==> config.mk <==
export PLATFORM = sky130hd
export DESIGN_NAME = matmul_apb_protocol_monitor
export DESIGN_NICKNAME = d
export VERILOG_FILES = /design/src/rtl/matmul_apb_protocol_monitor.sv
export SDC_FILE = /design/constraint.sdc
export NUM_CORES = 1
export LEC_CHECK = 0
export CAP_MARGIN = 30
export CELL_PAD_IN_SITES_DETAIL_PLACEMENT = 1
export CELL_PAD_IN_SITES_GLOBAL_PLACEMENT = 1
export CORE_ASPECT_RATIO = 0.9
export CORE_MARGIN = 2
export CORE_UTILIZATION = 44
export DETAILED_ROUTE_END_ITERATION = 8
export PLACE_DENSITY = 0.95
export REMOVE_ABC_BUFFERS = 1
export SLEW_MARGIN = 20
export SYNTH_ARGS = -nofsm -noshare
export SYNTH_HDL_FRONTEND = slang
export SYNTH_SLANG_ARGS = --single-unit
==> constraint.sdc <==
create_clock -name clk_i -period 4.6 [get_ports clk_i]
set_input_delay 0.46 -clock clk_i [delete_from_list [all_inputs] [get_ports clk_i]]
set_output_delay 0.46 -clock clk_i [all_outputs]
set_load 0.05 [all_outputs]
==> src/rtl/matmul_apb_protocol_monitor.sv <==
// Passive APB3 protocol monitor for the matmul slave port.
// Tracks transfer phases, predicts pslverr from the register map and busy_o,
// checks start->busy latency and scratchpad targets, and reports sticky flags,
// pulses, saturating counters and the first violating cycle.
module matmul_apb_protocol_monitor #(
  parameter int unsigned ADDR_W       = 32,
  parameter int unsigned DATA_W       = 32,
  parameter int unsigned OFFS_W       = 5,
  parameter int unsigned NUM_WR_REGS  = 3,
  parameter int unsigned NUM_RD_REGS  = 5,
  parameter int unsigned SP_NTARGETS  = 4,
  parameter int unsigned BUSY_LAT_MAX = 2,
  parameter int unsigned CNT_W        = 8
) (
  input  logic              clk_i,
  input  logic              rst_ni,
  input  logic              psel_i,
  input  logic              penable_i,
  input  logic              pwrite_i,
  input  logic              pready_i,
  input  logic [ADDR_W-1:0] paddr_i,
  input  logic [DATA_W-1:0] pwdata_i,
  input  logic              pslverr_o,
  input  logic              busy_o,
  input  logic              clr_i,
  output logic [7:0]        viol_o,
  output logic [7:0]        viol_pulse_o,
  output logic [CNT_W-1:0]  viol_cnt_o,
  output logic [CNT_W-1:0]  xfer_cnt_o,
  output logic              first_vld_o,
  output logic [2:0]        first_code_o,
  output logic [ADDR_W-1:0] first_addr_o
);

  localparam int unsigned BT_W = $clog2(BUSY_LAT_MAX + 1);

  typedef enum logic [1:0] {S_IDLE, S_SETUP, S_WAIT} state_t;

  state_t              r_state;
  logic [ADDR_W-1:0]   r_addr;
  logic                r_write;
  logic [DATA_W-1:0]   r_wdata;
  logic [BT_W-1:0]     r_bt;
  logic [7:0]          r_viol;
  logic [7:0]          r_pulse;
  logic [CNT_W-1:0]    r_viol_cnt;
  logic [CNT_W-1:0]    r_xfer_cnt;
  logic                r_first_vld;
  logic [2:0]          r_first_code;
  logic [ADDR_W-1:0]   r_first_addr;

  logic                w_setup;
  logic                w_access;
  logic                w_in_xfer;
  logic                w_complete;
  logic [OFFS_W-1:0]   w_offs;
  logic [31:0]         w_idx;
  logic                w_legal;
  logic                w_exp_err;
  logic                w_offs0;
  logic                w_bad_tgt;
  logic                w_start;
  logic                w_any;
  logic [7:0]          w_viol;
  logic [2:0]          w_code;

  // Phase decode, error prediction and per-cycle violation vector
  always_comb begin
    w_setup    = psel_i & ~penable_i;
    w_access   = psel_i & penable_i;
    w_in_xfer  = (r_state != S_IDLE);
    w_complete = w_in_xfer & w_access & pready_i;
    w_offs     = paddr_i[OFFS_W-1:0];
    w_idx      = 32'(w_offs >> 2);
    w_legal    = (w_offs[1:0] == 2'b00) &
                 (pwrite_i ? (w_idx < NUM_WR_REGS) : (w_idx < NUM_RD_REGS));
    w_exp_err  = ~w_legal | (pwrite_i & busy_o);
    w_offs0    = (w_offs == '0);
    w_bad_tgt  = (32'(pwdata_i[3:2]) >= SP_NTARGETS) | (32'(pwdata_i[5:4]) >= SP_NTARGETS);
    w_start    = w_complete & pwrite_i & w_offs0 & pwdata_i[0] & ~busy_o & ~w_exp_err;

    w_viol    = '0;
    w_viol[0] = ((r_state == S_IDLE) & w_access) | ((r_state == S_SETUP) & w_setup);
    w_viol[1] = w_in_xfer & w_access &
                ((paddr_i != r_addr) | (pwrite_i != r_write) | (pwdata_i != r_wdata));
    w_viol[2] = ((r_state == S_SETUP) & ~psel_i) | ((r_state == S_WAIT) & ~w_access);
    w_viol[3] = w_complete & w_exp_err & ~pslverr_o;
    w_viol[4] = w_complete & ~w_exp_err & pslverr_o;
    w_viol[5] = (r_bt == BT_W'(1)) & ~busy_o;
    w_viol[6] = w_complete & pwrite_i & w_offs0 & w_bad_tgt;
    w_viol[7] = pslverr_o & ~w_access;
    w_any     = |w_viol;

    // scan high to low so the last hit is the lowest index
    w_code = '0;
    for (int unsigned i = 0; i < 8; i++) begin
      if (w_viol[7-i]) w_code = 3'(7 - i);
    end
  end

  // APB phase tracker with address/control/data capture at setup
  always_ff @(posedge clk_i or negedge rst_ni) begin
    if (!rst_ni) begin
      r_state <= S_IDLE;
      r_addr  <= '0;
      r_write <= 1'b0;
      r_wdata <= '0;
    end else begin
      case (r_state)
        S_IDLE: begin
          if (w_setup) begin
            r_state <= S_SETUP;
            r_addr  <= paddr_i;
            r_write <= pwrite_i;
            r_wdata <= pwdata_i;
          end
        end
        S_SETUP: begin
          if (w_access) begin
            r_state <= pready_i ? S_IDLE : S_WAIT;
          end else if (w_setup) begin
            r_state <= S_SETUP;
            r_addr  <= paddr_i;
            r_write <= pwrite_i;
            r_wdata <= pwdata_i;
          end else begin
            r_state <= S_IDLE;
          end
        end
        S_WAIT: begin
          if (w_access) begin
            r_state <= pready_i ? S_IDLE : S_WAIT;
          end else begin
            r_state <= S_IDLE;
          end
        end
        default: r_state <= S_IDLE;
      endcase
    end
  end

  // Start->busy latency timer; zero means idle
  always_ff @(posedge clk_i or negedge rst_ni) begin
    if (!rst_ni) begin
      r_bt <= '0;
    end else if (w_start) begin
      r_bt <= BT_W'(BUSY_LAT_MAX);
    end else if (r_bt != '0) begin
      r_bt <= busy_o ? '0 : r_bt - BT_W'(1);
    end
  end

  // Sticky flags, pulses, saturating counters and first-error capture
  always_ff @(posedge clk_i or negedge rst_ni) begin
    if (!rst_ni) begin
      r_viol       <= '0;
      r_pulse      <= '0;
      r_viol_cnt   <= '0;
      r_xfer_cnt   <= '0;
      r_first_vld  <= 1'b0;
      r_first_code <= '0;
      r_first_addr <= '0;
    end else begin
      r_pulse <= w_viol;
      if (clr_i) begin
        // clear first, then let this cycle's events land on the cleared state
        r_viol       <= w_viol;
        r_viol_cnt   <= w_any ? CNT_W'(1) : '0;
        r_xfer_cnt   <= w_complete ? CNT_W'(1) : '0;
        r_first_vld  <= w_any;
        r_first_code <= w_any ? w_code : '0;
        r_first_addr <= w_any ? paddr_i : '0;
      end else begin
        r_viol <= r_viol | w_viol;
        if (w_any && (r_viol_cnt != '1)) r_viol_cnt <= r_viol_cnt + CNT_W'(1);
        if (w_complete && (r_xfer_cnt != '1)) r_xfer_cnt <= r_xfer_cnt + CNT_W'(1);
        if (w_any && !r_first_vld) begin
          r_first_vld  <= 1'b1;
          r_first_code <= w_code;
          r_first_addr <= paddr_i;
        end
      end
    end
  end

  assign viol_o       = r_viol;
  assign viol_pulse_o = r_pulse;
  assign viol_cnt_o   = r_viol_cnt;
  assign xfer_cnt_o   = r_xfer_cnt;
  assign first_vld_o  = r_first_vld;
  assign first_code_o = r_first_code;
  assign first_addr_o = r_first_addr;

endmodule
==> results_dict.tcl <==
set metrics [dict create \
    hold_buffer_count_at_cts 0 \
    largest_net_degree_at_the_start_of_global_routing 94 \
    global_route_wire_length_before_repair_um 28030 \
    async_reset_ff_frac 1.000 \
    cts_made_buffers 17 \
    fin_area_um2 8612 \
    vias 4555 \
    timing.final.crit_period_ps 3529 \
    routabilityCongestion 0.7754 \
    cellPowerDensity_nw_per_um2 450.0 \
    path_clk_slew_ps 60 \
    port_buffers 138 \
    fin_skew_ps 8.419 \
    combined_global_route_utilization_of_all_metal_layers 0.2318 \
    post_route_drc_violation_count 0 \
    rr_worst_depth 9 \
    number_of_standard_cell_rows_in_the_floorplan 42 \
    worstSetupStartpointType "input port" \
    cts_resized 0 \
    dp_hpwl_um 12070 \
    ctsHtreeMaxLevel 4 \
    synthesis.area_um2 6475 \
    dr.first_iter.drc_count 198 \
    synth.top_cell.area_share 0.5217 \
    worst_path_most_repeated_cell "buf_4" \
    routed_wl_um 17200 \
    utilization 0.5916 \
    multi_input_comb_area_um2 2958 \
    core_area_um2 14560 \
    crit_path_max_incr_delay_ps 650 \
    placed_area_um2 8040 \
    die-width_um 131.9 \
    power.static_leakage_nw 3.640 \
    final_common_cell "clkdlybuf4s50_1" \
    finalHoldViolations 0 \
    rr_startpoint "r_state[1]" \
    criticalPathCategory "in -> reg" \
    worst_skew_pair.late_latency_ps 420 \
    timing.slew.headroom 0.4185 \
    required_ps 4910 \
    vdd.ir_drop.worst_mv 0.2916 \
    dr.pass1.iters 4 \
    routed_via_density 5.266 \
    final-seq-area_um2 3378 \
    tritoncts "built" \
    yosys.cell_types.count 48 \
    antennaDiodeCount 0 \
    worst_path_max_delay_cell "clkdlybuf4s50_1" \
    detail_route.wl_per_cell_um 19.89 \
    synth-edff-count 0 \
    most-common-layout-cells "clkdlybuf4s50_1 (136), dfrtp_1 (135), mux2_2 (74)" \
    worstHoldPathType "in -> async" \
    fillCellCount 1459 \
    holdWs_ps 127.7 \
    maxCapViolations 0 \
    synth.area.top_cells "dfrtp_1 (52%), mux2_2 (13%), xnor2_1 (7.8%)" \
    critical_path_arrival_ps 3840 \
    worstPathMaxFanout 19 \
    grt_setup_unrepaired "no" \
    post_synthesis_area_per_instance_um2 12.67 \
    clock_sink_count 135 \
    flip_flop_cell_with_the_highest_count_after_synthesis "dfrtp_1" \
    final.setup.tns_ps 0 \
    areaGrowthSynthToFinish_pct 33.00 \
    number_of_antenna_violations_at_the_first_check_in_global_routing 0 \
    status "completed" \
    ff2ff_setup_slack_ps 1310 \
    die_area_um2 15700 \
    boundary_pin_count 141 \
    cts_max_path_buffers 2 \
    max_slew.worst_pin.slew_ps 864.3 \
    chipHeight_um 119.1 \
    postSynthCellCount 511 \
    setup_viol_count_final 0 \
    timing.final.crit_share 0.7671 \
    r2r-end "first_addr_o[3]" \
    gr_ovfl_total 0 \
    ys_seq_area_frac 0.5217 \
    vias_in_the_first_global_route 5173 \
    timing.critical_path.cells "clkdlybuf4s50_1 -> o2111ai_1 -> a311oi_2 -> nor2_2 -> nand4b_1 -> nor3_2 -> buf_4 -> a21oi_4 -> buf_4 -> mux2_2" \
    initial_core_util 0.4448 \
    final_antenna_net_count 0 \
    postCtsSetupBuffers 0 \
    clk_root_buffer_cell "clkbuf_16" \
    num-nets-final 731 \
    register_bit_total_from_synthesis 135 \
    ys_warns 0 \
    timing.fmax_mhz 283.4 \
    synthDominantAreaCellType "dfrtp_1" \
    setup.worst_path.end_class "flip-flop" \
    final_layout_size_suffix_gt1_frac 0.2174 \
    final_max_slew_viol_count 0 \
]
metrics by stage:
step	worst slack [ps]	power (mW)	instances
floorplan	-1429	2.176	491
global placement	903.0	2.508	833
detailed placement	639.2	2.576	833
CTS	1068	3.913	865
global route	889.0	4.040	865
finish	1071	3.876	865
cells by family after synthesis:
group | share of synthesized area
compound gates | 0.03962
xor+xnor | 0.09604
fa+ha+maj | 0.007730
buf+inv | 0.02280
flops | 0.5217
mux | 0.1983
other cells | 0.0005792
simple gates | 0.1132
worst max-delay path by stage:
| stage | startpoint | endpoint | cells past startpoint |
|---|---|---|---|
| 5_1_grt | penable_i | first_addr_o[3] | 10 |
| 3_5_place_dp | penable_i | first_addr_o[3] | 10 |
| 4_1_cts | penable_i | first_addr_o[3] | 10 |
| 3_3_place_gp | penable_i | first_addr_o[3] | 10 |
| 6_report | penable_i | first_addr_o[3] | 10 |
| 2_1_floorplan | penable_i | r_addr[0] | 2 |
per-layer routing:
layer / share of wire / track usage / vias to the layer above
met3: 0.058 / 0.07578 / 20
met1: 0.40 / 0.2610 / 2342
met5: 0 / 0 / -
met4: 0.018 / 0.06590 / 0
met2: 0.53 / 0.4196 / 131
li1: - / - / 2062
flip-flops by register name (all words and copies together), names as in the netlist, 2 cells and up:
signal and flops:
first_addr_o 32, xfer_cnt_o 8, r_bt 2, viol_pulse_o 7, viol_o 7, first_code_o 3
viol_cnt_o 8, r_wdata 32, r_addr 32, r_state 2
synth_stat cells (all sizes together) (9+ instances only):
| cell type | count |
|---|---|
| buf | 9 |
| clkbuf | 12 |
| dfrtp | 135 |
| inv | 9 |
| mux2 | 102 |
| nand2 | 17 |
| nand4 | 21 |
| nor2 | 17 |
| nor2b | 39 |
| xnor2 | 58 |
| xor2 | 13 |
layout make-up:
cell class / count / share of cell area
Sequential cell: 135 / 0.3923
Tap cell: 198 / 0.02877
Clock inverter: 8 / 0.008136
Multi-Input combinational cell: 347 / 0.3435
Inverter: 9 / 0.003923
Clock buffer: 24 / 0.05826
Timing Repair Buffer: 144 / 0.1652
power by group:
| group | total [mW] | leakage [nW] | switching [mW] | internal [mW] |
|---|---|---|---|---|
| Combinational | 1.07 | 1.68 | 0.586 | 0.481 |
| Sequential | 1.50 | 1.68 | 0.133 | 1.36 |
| Clock | 1.31 | 0.282 | 0.502 | 0.810 |
| Total | 3.88 | 3.64 | 1.22 | 2.65 |
critical path: cells and delay by family:
kind	cells	cell delay (ps)
AOI/OAI and AO/OA	3	1340
muxes	1	380
buffers and inverters	3	1320
and+or+nand+nor	3	310
(Power assumes the default switching activity.)
